[src/rtl/router_pkg.sv]
// Shared constants and types for the router PE port: packet geometry,
// packet-field indices and the error-counter width.
package router_pkg;

   localparam int PKT_W       = 64;
   localparam int VC_BIT      = 63;
   localparam int PAYLOAD_MSB = 62;
   localparam int PAYLOAD_LSB = 0;
   localparam int ERR_CNT_W   = 8;

   typedef logic vc_t;

endpackage

[src/rtl/pe_vc_buf.sv]
// Two one-entry packet slots, one per virtual channel, each with a full bit.
// Writes and read-clears are indexed by VC and always target opposite slots.
module pe_vc_buf
   import router_pkg::*;
#(
   parameter int PKT_W = router_pkg::PKT_W
) (
   input  logic             clk,
   input  logic             reset,
   input  logic             wr_en,
   input  vc_t              wr_vc,
   input  logic [PKT_W-1:0] wr_data,
   input  logic             rd_clr,
   input  vc_t              rd_vc,
   output logic [1:0]       full,
   output logic [PKT_W-1:0] rd_data
);

   logic [PKT_W-1:0] slot [2];

   always_ff @(posedge clk) begin
      if (reset) begin
         full    <= 2'b00;
         slot[0] <= '0;
         slot[1] <= '0;
      end else begin
         if (wr_en) begin
            slot[wr_vc] <= wr_data;
            full[wr_vc] <= 1'b1;
         end
         if (rd_clr) begin
            full[rd_vc] <= 1'b0;
         end
      end
   end

   assign rd_data = slot[rd_vc];

endmodule

[src/rtl/router_pe_port.sv]
// Two-phase PE port between a NIC and the router core. The polarity p picks
// the VC facing the NIC; the core side always works on the other VC.
// Optional VC-mismatch checking is enabled by defining ROUTER_PE_PORT_ERR_EN.
module router_pe_port
   import router_pkg::*;
#(
   parameter int PKT_W  = router_pkg::PKT_W,
   parameter int VC_BIT = router_pkg::VC_BIT
) (
   input  logic                 clk,
   input  logic                 reset,
   input  logic                 net_so,
   output logic                 net_ro,
   input  logic [PKT_W-1:0]     net_do,
   output logic                 net_polarity,
   output logic                 net_si,
   input  logic                 net_ri,
   output logic [PKT_W-1:0]     net_di,
   output logic                 rtr_in_valid,
   input  logic                 rtr_in_ready,
   output logic [PKT_W-1:0]     rtr_in_data,
   input  logic                 rtr_out_valid,
   output logic                 rtr_out_ready,
   input  logic [PKT_W-1:0]     rtr_out_data,
   output logic                 err_vc,
   output logic [ERR_CNT_W-1:0] err_cnt
);

   vc_t              p;
   vc_t              p_n;
   logic [1:0]       in_full;
   logic [1:0]       out_full;
   logic             in_wr;
   logic             in_rd;
   logic             out_wr;
   logic [PKT_W-1:0] out_rd_data;

   always_ff @(posedge clk) begin
      if (reset) begin
         p <= 1'b0;
      end else begin
         p <= ~p;
      end
   end

   assign p_n          = ~p;
   assign net_polarity = p;

   // NIC side works on VC p, core side on VC ~p, so no slot is touched twice
   assign net_ro        = ~in_full[p];
   assign in_wr         = net_so & net_ro;
   assign rtr_in_valid  = in_full[p_n];
   assign in_rd         = rtr_in_valid & rtr_in_ready;

   assign rtr_out_ready = ~out_full[p_n];
   assign out_wr        = rtr_out_valid & rtr_out_ready;
   assign net_si        = out_full[p] & net_ri;
   assign net_di        = net_si ? out_rd_data : '0;

   pe_vc_buf #(.PKT_W(PKT_W)) u_ingress (
      .clk     (clk),
      .reset   (reset),
      .wr_en   (in_wr),
      .wr_vc   (p),
      .wr_data (net_do),
      .rd_clr  (in_rd),
      .rd_vc   (p_n),
      .full    (in_full),
      .rd_data (rtr_in_data)
   );

   pe_vc_buf #(.PKT_W(PKT_W)) u_egress (
      .clk     (clk),
      .reset   (reset),
      .wr_en   (out_wr),
      .wr_vc   (p_n),
      .wr_data (rtr_out_data),
      .rd_clr  (net_si),
      .rd_vc   (p),
      .full    (out_full),
      .rd_data (out_rd_data)
   );

`ifdef ROUTER_PE_PORT_ERR_EN
   logic vc_mismatch;

   function automatic logic [ERR_CNT_W-1:0] sat_inc(input logic [ERR_CNT_W-1:0] v);
      return (&v) ? v : v + {{(ERR_CNT_W-1){1'b0}}, 1'b1};
   endfunction

   // A packet captured in phase p must carry VC p; it is stored regardless
   assign vc_mismatch = in_wr & (net_do[VC_BIT] != p);

   always_ff @(posedge clk) begin
      if (reset) begin
         err_vc  <= 1'b0;
         err_cnt <= '0;
      end else if (vc_mismatch) begin
         err_vc  <= 1'b1;
         err_cnt <= sat_inc(err_cnt);
      end
   end
`else
   assign err_vc  = 1'b0;
   assign err_cnt = '0;
`endif

endmodule

[config.mk]
export PLATFORM = sky130hd
export DESIGN_NAME = router_pe_port
export DESIGN_NICKNAME = d
export VERILOG_FILES = /design/src/rtl/router_pkg.sv /design/src/rtl/pe_vc_buf.sv /design/src/rtl/router_pe_port.sv
export SDC_FILE = /design/constraint.sdc
export NUM_CORES = 1
export LEC_CHECK = 0
export CORE_AREA = 2 2 162 164
export CTS_CLUSTER_SIZE = 40
export DETAILED_ROUTE_END_ITERATION = 10
export DIE_AREA = 0 0 164 166
export PLACE_DENSITY = 0.76
export SYNTH_ARGS = -nofsm -noshare
export SYNTH_HDL_FRONTEND = slang
export SYNTH_HIERARCHICAL = 1
export SYNTH_SLANG_ARGS = --single-unit
[constraint.sdc]
create_clock -name clk -period 9.4 [get_ports clk]
set_input_delay 1.88 -clock clk [delete_from_list [all_inputs] [get_ports clk]]
set_output_delay 1.88 -clock clk [all_outputs]
set_load 0.02 [all_outputs]
# After elaboration in Yosys (flattened, before gate mapping)
# Memories as Yosys holds them, arrays and structs flattened. A register that Yosys moved wholly into a read port is not among the register bits.
# Cells that the tools add are included.
op_classes:
  order_cmp: 4
  n_mux: 34
  bitwise: 13
  n_reduce_logical: 4
op_table:
  columns: ["operator", "n"]
  rows:
  - ["$mux W64", 3]
  - ["$reduce_or A64 Y1", 2]
  - ["$mux W1", 23]
  - ["$mux W2", 6]
  - ["$and A1 B1 Y1", 4]
  - ["$and A2 B2 Y2", 2]
  - ["$lt A1 B2 Y1 const B", 2]
  - ["$not A2 Y2", 2]
  - ["$or A2 B2 Y2", 2]
  - ["$not A1 Y1", 3]
  - ["$demux W1 S1", 2]
  - ["$ge A1 B1 Y1 const B", 2]
  - ["$logic_and A1 B1 Y1", 2]
word_totals:
  register_bits: 5
  mem_bits_rw: 256
  inputBits: 134
  out_inout_bits: 142
  elab_cells: 60
  n_memories: 2
memory_table:
  columns: ["name", "depth", "word_bits", "rd", "rd_ports_with_merged_regs", "wr", "line", "source"]
  rows:
  - ["u_egress.slot", 2, 64, 1, 1, 2, "pe_vc_buf.sv:19", "logic [PKT_W-1:0] slot [2];"]
  - ["u_ingress.slot", 2, 64, 1, 0, 2, "pe_vc_buf.sv:19", null]

# Depth between registers and ports, before layout
# Gate-level depths: netlist of run 1.
logic_depth:
  word_depth: 10
  depth_mapped: 7
  mapped_depth_nobuf: 4

# By module
# Netlist of run 1, hierarchy kept.
modules_own_cells:
  columns: ["module", "instances", "cells_each", "area_each_um2", "seq_area_each_um2"]
  rows:
  - ["pe_vc_buf", 2, 423, 5706.7, 3883.7]
  - ["router_pe_port", 1, 100, 679.4, 20.0]

# Least setup slack after synthesis of run 1
# Ideal clock, no wire load.
synth_timing:
  path_kind: "in2out"
  from: "input net_ri"
  to: "output net_di[10]"
  arrival_time_ps: 2579
  path_slack_ps: 4941
  stages: 3
  path_buffers: 2
  cell_sequence: "clkbuf_1 clkbuf_1 and3_1"
synth_between:
  elab_chain_cells: 2
synth_lines:
  columns: ["element", "line", "source"]
  rows:
  - ["from (decl)", "router_pe_port.sv:17", "input logic net_ri,"]
  - ["$and A1 B1 Y1", "router_pe_port.sv:57", "assign net_si = out_full[p] & net_ri;"]
  - ["$mux W64", "router_pe_port.sv:58", "assign net_di = net_si ? out_rd_data : '0;"]
  - ["to (decl)", "router_pe_port.sv:18", "output logic [PKT_W-1:0] net_di,"]
# Every way passes these cells.

# Worst setup path after layout of run 1
layout_timing:
  from: "input net_ri"
  to: "output net_si"
layout_between:
  elab_chain_cells: 1
layout_lines:
  columns: ["element", "line", "source"]
  rows:
  - ["$and A1 B1 Y1", "router_pe_port.sv:57", null]
  - ["to (decl)", "router_pe_port.sv:16", "output logic net_si,"]
# Every way passes these cells.

==> impl_metrics.yaml, run 1 <==
synthesis:
  synthArstFlopShare: 0
  ys_top_cells_by_area: "edfxtp_1 (64%), mux2_2 (12%), nor2_1 (8.0%)"
  synth_flop_cell: "edfxtp_1"
  synth_top_cell_by_area: "edfxtp_1"
  syn_area_um2: 12100
  synth_top_area_frac: 0.636
  avgSynthCellArea_um2: 12.8
  synth.most_common_cell: "nor2_1"
  syn_inst: 946
  ys_ff_latch: 261
  synth_edf_count: 256
  ys_warn_count: 6
  synth_cell_types: 20
  yosysSeqAreaShare: 0.644
  netlist_top_cells_count: "nor2_1 (257), edfxtp_1 (256), nand2b_1 (134)"
worst_hold_path:
  hold_path.class: "reg -> reg"
  min_from: "u_egress/full[0]$_SDFF_PP0_"
  min_path_cells: 2
cts:
  cts_made_buffers: 28
  htreeDepth: 1
  clk_pin_slew_ns: 0.06
  clock_tree.root_cell: "clkbuf_16"
  cts_setup_buffers: 0
  cts_tree: "done"
  cts_resized: 0
  cts_buffer_depth: 3
  clock-sinks: 261
  clock_latency_ns: 0.53
  hold_buffers: 0
setup_path:
  crit_path_top_delay_cell: "buf_2"
  path_depth: 3
  cp-startpoint: "net_ri"
  arrival_ns: 3.44
  worstRegToRegCells: 7
  r2r_start: "net_polarity$_SDFF_PP0_"
  cpPeakStageDelay_ns: 0.64
  cp_max_fo: 65
  worst_setup_path_start_kind: "input port"
  cp.required_ns: 7.52
  crit_type: "in -> out"
  cp-end-kind: "output pin"
  cp.buffers_inverters: 2
  crit_family: "buffers and inverters"
  path_cells: "buf_2 > and2_1 > clkdlybuf4s50_1"
power:
  p_per_area_nw_per_um2: 181
  leakage_uw: 0.00597
  p_total_uw: 2840
  irDropWorstVdd_v: 0.000174
sta:
  hold_viol: 0
  slew-limit-headroom: 0.399
  fin_crit_sh: 0.566
  setup_viol: 0
  fin_ws_ns: 4.08
  drv_slew: 0
  grt_setup_unrepaired: "no"
  max_freq_mhz: 188
  clock_skew_ns: 0.00774
  setup_tns_ns: 0
  worstMarginPinSlew_ns: 0.901
  min_period_ns: 5.32
floorplan:
  io_pins: 276
  coreArea_um2: 25600
  die_h_um: 166
  std_cell_rows: 59
  dieArea_um2: 27200
  die_width_um: 164
  initial_core_util: 0.472
cells_and_area:
  seq_area_um2: 7790
  nets: 1315
  syn_to_final_growth_pct: 29.7
  stdcell_area_um2: 15700
  drive_gt1_frac: 0.161
  multi_input_area_um2: 3830
  n_fill_cell: 1974
  final_util: 0.612
placed_design:
  place_ws_ns: 4.10
  routabilityCongestion: 0.739
  io_buffers: 266
  hpwl_um: 16100
  place_area_um2: 14800
detailed_routing:
  drt_wl_total_um: 26700
  drtAntennaViolNets: 0
  dr.pass1.iters: 4
  route.detailed.wl_per_inst_um: 17.4
  vias: 7803
  vias_per_cell: 5.07
  drt_iter0_markers: 495
  drc: 0
flow_run:
  max-cap-violations: 0
outcome:
  status: "finished clean"
global_routing:
  grt_pass1_wl_um: 41800
  antenna_found_initial: 1
  grt_pass1_vias: 7799
  grt.overflow.total: 0
  grt_start_max_net_pins: 73
  grt_usage: 0.194
[area by class of cell]
class | count | share of cell area
Tap cell | 335 | 0.0267
Antenna cell | 1 | 0.000160
Sequential cell | 261 | 0.497
Clock buffer | 39 | 0.0506
Inverter | 5 | 0.00120
Timing Repair Buffer | 277 | 0.175
Clock inverter | 13 | 0.00582
Multi-Input combinational cell | 608 | 0.244
[layout by cell type (no fill, tap or decap), drive strengths merged]
master	netlist	final
and2	4	4
diode	0	1
clkinvlp	0	2
a221oi	2	2
and3	64	64
edfxtp	256	256
buf	54	13
nand2	2	2
clkbuf	26	39
mux2i	2	2
inv	5	5
dfxtp	5	5
bufinv	0	1
a21oi	2	2
nor2	257	257
clkinv	0	10
a211oi	2	2
nand2b	134	134
conb	1	9
clkdlybuf4s50	0	264
mux2	130	130
[worst reg2reg max path, delay by kind of cell, from the launching register on]
family        cells  cell delay (ns)
mux               1             0.35
simple gates      3             0.45
buf+inv           3             1.75
flops             1             0.52
[path summary, 6_finish.rpt]
kind	to	slack, ns
worst min register to register	u_egress/full[0]$_SDFF_PP0_	0.51
worst min-delay path	u_egress/full[0]$_SDFF_PP0_	0.51
worst max-delay path	net_si	4.08
worst max register to register	u_ingress/slot[0][53]$_SDFFCE_PN0P_	5.92
[power by group]
group	internal [µW]	switching (µW)	total (µW)
logic	191	219	410
registers	1380	21.5	1400
clock network	613	419	1030
total	2180	659	2840
[routing by layer]
layer  track usage  up-vias  wire length [µm]  part of all wire
met5             0        -                13           0.00049
met3        0.0784       40              2970              0.11
met4        0.0446        2               490             0.018
li1              -     3732                 -                 -
met1         0.251     3748             11000              0.41
met2         0.307      281             12300              0.46
[sequential cells by signal (all words and copies together) (netlist names)]
| signal | cells |
|---|---|
| u_egress/slot | 128 |
| u_ingress/slot | 128 |
| u_ingress/full | 2 |
| net_polarity | 1 |
| u_egress/full | 2 |
[cells by family after synthesis]
kind of cell,Yosys count,synth area share
buf+inv,85,0.0432
simple gates,461,0.185
compound gates,6,0.00455
other cells,1,0.000310
mux,132,0.123
flops,261,0.644
[per-stage QoR]
stage	hold slack, ns	instances
2_1_floorplan	0.458	954
3_3_place_gp	0.472	1486
3_5_place_dp	0.491	1486
4_1_cts	0.499	1538
5_1_grt	0.528	1538
6_report	0.507	1539
Power figures use the tool's default switching activity.
==> inputs of run 2 (changes only) <==
Settings changed: CORE_AREA 2 2 162 164 to 2 2 166 168, DIE_AREA 0 0 164 166 to 0 0 168 170.
Clock period 9.4 ns to 4.8 ns, I/O delays scaled along.
==> impl_metrics.yaml, run 2 (synthesis gave the netlist of run 1 again) <==
global_routing:
  grt_start_max_net_pins: 98
  grt.overflow.total: 0
  grt_pass1_vias: 7875
  antenna_found_initial: 0
  grt_usage: 0.186
  grt_pass1_wl_um: 42000
sta:
  max_freq_mhz: 259
  fin_crit_sh: 0.803
  setup_viol: 0
  drv_slew: 0
  slew-limit-headroom: 0.355
  worstMarginPinSlew_ns: 0.967
  setup_tns_ns: 0
  grt_setup_unrepaired: "no"
  clock_skew_ns: 0.00912
  hold_viol: 0
  min_period_ns: 3.86
setup_path:
  cp-end-kind: "output pin"
  worst_setup_path_start_kind: "flip-flop"
  reg2reg_to: "u_egress/slot[1][4]$_SDFFCE_PN0P_"
  cp.required_ns: 3.84
  worstRegToRegCells: 5
  rrSetupSlack_ns: 1.97
  cp_max_fo: 47
  cpPeakStageDelay_ns: 0.58
  r2r_start: "net_polarity$_SDFF_PP0_"
  arrival_ns: 2.90
  path_cells: "inv_2 > buf_12 > mux2_2 > clkdlybuf4s50_1"
  crit_path_top_delay_cell: "clkdlybuf4s50_1"
  cp-startpoint: "net_polarity$_SDFF_PP0_"
  crit_type: "reg -> out"
floorplan:
  initial_core_util: 0.454
  dieArea_um2: 28600
  io_pins: 276
  coreArea_um2: 26700
  die_width_um: 168
  std_cell_rows: 60
  die_h_um: 170
power:
  p_per_area_nw_per_um2: 351
  irDropWorstVdd_v: 0.000276
  leakage_uw: 0.00596
  p_total_uw: 5490
cells_and_area:
  final_cell_mix: "clkdlybuf4s50_1 (264), nor2_1 (257), edfxtp_1 (256)"
  final_common_cell: "clkdlybuf4s50_1"
  nets: 1316
  drive_gt1_frac: 0.160
  syn_to_final_growth_pct: 29.5
  num_antenna_cells: 0
  largestRegisters: "u_egress/slot x128, u_ingress/slot x128"
worst_hold_path:
  hold_end: "u_ingress/full[0]$_SDFF_PP0_"
  min_from: "u_ingress/full[0]$_SDFF_PP0_"
  hold_path.class: "reg -> reg"
  min_path_cells: 2
cts:
  cts_tree: "done"
  clk_pin_slew_ns: 0.06
  cts_buffer_depth: 3
  clock_latency_ns: 0.53
  htreeDepth: 1
  cts_made_buffers: 28
  cts_setup_buffers: 0
  hold_buffers: 0
  cts_resized: 0
  clock-sinks: 261
  clock_tree.root_cell: "clkbuf_16"
detailed_routing:
  drt_wl_total_um: 27500
  drt_iter0_markers: 633
  vias_per_cell: 5.10
  drtAntennaViolNets: 0
  drc: 0
  vias: 7879
  dr.pass1.iters: 7
  route.detailed.wl_per_inst_um: 17.8
placed_design:
  routabilityCongestion: 0.738
  io_buffers: 266
  hpwl_um: 16500
flow_run:
  max-cap-violations: 0
outcome:
  status: "finished clean"
run 2: metal layers:
layer	global-route usage	vias to the layer above	routed length, µm
li1	-	3732	-
met1	0.236	3813	11200
met2	0.305	300	12900
met3	0.0707	34	2990
met4	0.0439	0	440
met5	0	-	0
run 2: layout make-up:
cell class	count	area, µm²
clock buffer	37	756
clock inverter	14	70.1
fill	2118	11000
inverter	5	18.8
multi-input combinational	608	3840
sequential	261	7790
tap	341	427
timing repair buffer	278	2760
run 2: critical path: cells and delay by family (launching register included):
| family | cells | cell delay [ns] |
|---|---|---|
| buffers and inverters | 3 | 1.45 |
| flip-flops | 1 | 0.46 |
| multiplexers | 1 | 0.38 |
run 2: how the worst max path moves through the flow:
stage                     cells after the start  slack, ns                            endpoint
after floorplan                               6       1.25  u_ingress/slot[0][0]$_SDFFCE_PN0P_
after global placement                        3       1.38                          net_di[50]
after detailed placement                      3       1.31                          net_di[50]
after CTS                                     4       0.91                      rtr_in_data[0]
after global routing                          4       0.85                      rtr_in_data[0]
final                                         4       0.94                     rtr_in_data[12]
run 2: report_power, final:
group | total [µW] | switching, µW | leakage (µW) | internal (µW)
registers | 2740 | 43.3 | 0.00276 | 2690
clock network | 1940 | 843 | 0.000398 | 1100
logic | 812 | 434 | 0.00280 | 377
total | 5490 | 1320 | 0.00596 | 4170
run 2: through the flow:
stage,utilization,instance area [µm²],hold WS (ns),std cells,worst slack (ns)
after global routing,0.588,15700,0.512,1544,0.846
after CTS,0.588,15700,0.497,1544,0.908
final,0.588,15700,0.493,1544,0.944
after global placement,0.557,14800,0.468,1493,1.38
after detailed placement,0.557,14800,0.488,1493,1.31
after floorplan,-,12100,0.458,954,1.25
==> inputs of run 3 (changes only) <==
Settings changed: CORE_AREA 2 2 166 168 to 2 2 162 164, DIE_AREA 0 0 168 170 to 0 0 164 166.
Clock period 4.8 ns to 4.03 ns, I/O delays scaled along.
==> impl_metrics.yaml, run 3 (synthesis gave the netlist of run 1 again) <==
cells_and_area:
  num_antenna_cells: 0
  drive_gt1_frac: 0.167
  nets: 1318
  syn_to_final_growth_pct: 30.9
  stdcell_area_um2: 15800
  final_common_cell: "clkdlybuf4s50_1"
  largestRegisters: "u_egress/slot x128, u_ingress/slot x128"
  final_cell_mix: "clkdlybuf4s50_1 (264), nor2_1 (257), edfxtp_1 (256)"
detailed_routing:
  drtAntennaViolNets: 0
  drt_wl_total_um: 27500
  vias: 7962
  vias_per_cell: 5.17
  dr.pass1.iters: 5
  drt_iter0_markers: 489
  drc: 0
  route.detailed.wl_per_inst_um: 17.9
placed_design:
  place_area_um2: 14900
  io_buffers: 266
  hpwl_um: 16700
  place_ws_ns: 0.953
  routabilityCongestion: 0.757
floorplan:
  coreArea_um2: 25600
  initial_core_util: 0.472
  io_pins: 276
  die_h_um: 166
  dieArea_um2: 27200
  std_cell_rows: 59
  die_width_um: 164
setup_path:
  cp.buffers_inverters: 1
  cp_max_fo: 65
  crit_path_top_delay_cell: "clkdlybuf4s50_1"
  cpPeakStageDelay_ns: 0.63
  cp-end-kind: "output pin"
  cp.required_ns: 3.22
  worst_setup_path_start_kind: "flip-flop"
  crit_family: "buffers and inverters"
  arrival_ns: 2.62
  path_cells: "mux2_4 > and2_1 > clkdlybuf4s50_1"
  crit_type: "reg -> out"
worst_hold_path:
  hold_path.class: "reg -> reg"
sta:
  holdWs_ns: 0.500
  worstMarginPinSlew_ns: 0.799
  hold_viol: 0
  grt_setup_unrepaired: "no"
  fin_ws_ns: 0.600
  setup_viol: 0
  slew-limit-headroom: 0.467
  clock_skew_ns: 0.00638
  fin_crit_sh: 0.851
  max_freq_mhz: 292
  setup_tns_ns: 0
  min_period_ns: 3.43
  drv_slew: 0
cts:
  cts_resized: 0
  clock_tree.root_cell: "clkbuf_16"
  clock-sinks: 261
  cts_buffer_depth: 3
  cts_tree: "done"
  cts_setup_buffers: 0
  htreeDepth: 1
  clock_latency_ns: 0.52
  cts_made_buffers: 27
  hold_buffers: 0
  clk_pin_slew_ns: 0.06
global_routing:
  grt_start_max_net_pins: 66
  met1_usage: 0.257
  gr-max-usage-layer: "met2"
  grt.overflow.total: 0
  grt_pass1_vias: 7814
  grt_use_met3: 0.0692
  grt_pass1_wl_um: 42200
  grt_usage: 0.197
  antenna_found_initial: 1
  use_met2: 0.314
outcome:
  status: "finished clean"
power:
  pwr-share-clk: 0.374
  p_sw_frac: 0.232
  p_int_uw: 5210
  p_per_area_nw_per_um2: 428
  irDropWorstVdd_v: 0.000294
  pwr-share-comb: 0.145
  p_switching_uw: 1570
  p_total_uw: 6770
  leakage_uw: 0.00604
  power.share.sequential: 0.481
flow_run:
  max-cap-violations: 0
==> run 3: cell types whose count changed in the layout (fill, tap and decap cells not counted), sizes merged <==
cell / previous run / this run
buf: 14 / 17
bufinv: 0 / 4
clkbuf: 37 / 34
clkinv: 11 / 8
==> run 3: final cells by class <==
cell class,instances,area [µm²]
Clock buffer,34,732
Sequential cell,261,7790
Tap cell,335,419
Fill cell,2000,9790
Clock inverter,15,180
Inverter,5,18.8
Multi-Input combinational cell,608,3830
Timing Repair Buffer,281,2860
==> run 3: metrics by stage <==
stage,utilization,cells
after floorplan,-,954
after global placement,0.582,1490
after detailed placement,0.582,1490
after CTS,0.618,1539
after global routing,0.618,1539
final,0.618,1539
==> run 3: layer usage <==
metal  share of wire  wire [µm]
met2            0.47      12800
met4           0.022        597
met5         0.00047         13
met3            0.10       2850
met1            0.41      11200
==> run 3: worst register-to-register path, delay by kind of cell, from the launching register on <==
kind,cells,cell delay [ns]
AND/OR/NAND/NOR,3,0.88
flip-flops,1,0.58
multiplexers,1,0.36
buffers and inverters,1,0.38
==> run 3: worst paths after layout <==
| path | start | end | slack, ns | cells after the start |
|---|---|---|---|---|
| min | u_egress/full[0]$_SDFF_PP0_ | u_egress/full[0]$_SDFF_PP0_ | 0.50 | 2 |
| min reg2reg | u_egress/full[0]$_SDFF_PP0_ | u_egress/full[0]$_SDFF_PP0_ | 0.50 | 2 |
| max | net_polarity$_SDFF_PP0_ | net_si | 0.60 | 3 |
| max reg2reg | net_polarity$_SDFF_PP0_ | u_egress/slot[0][34]$_SDFFCE_PN0P_ | 1.53 | 5 |
==> run 3: power groups by stage <==
stage	sequential [µW]	combinational (µW)	clock [µW]
2_1_floorplan	3300	572	0
3_3_place_gp	3300	981	0
3_5_place_dp	3320	984	0
4_1_cts	3260	992	2580
5_1_grt	3280	1050	2680
6_report	3260	983	2530
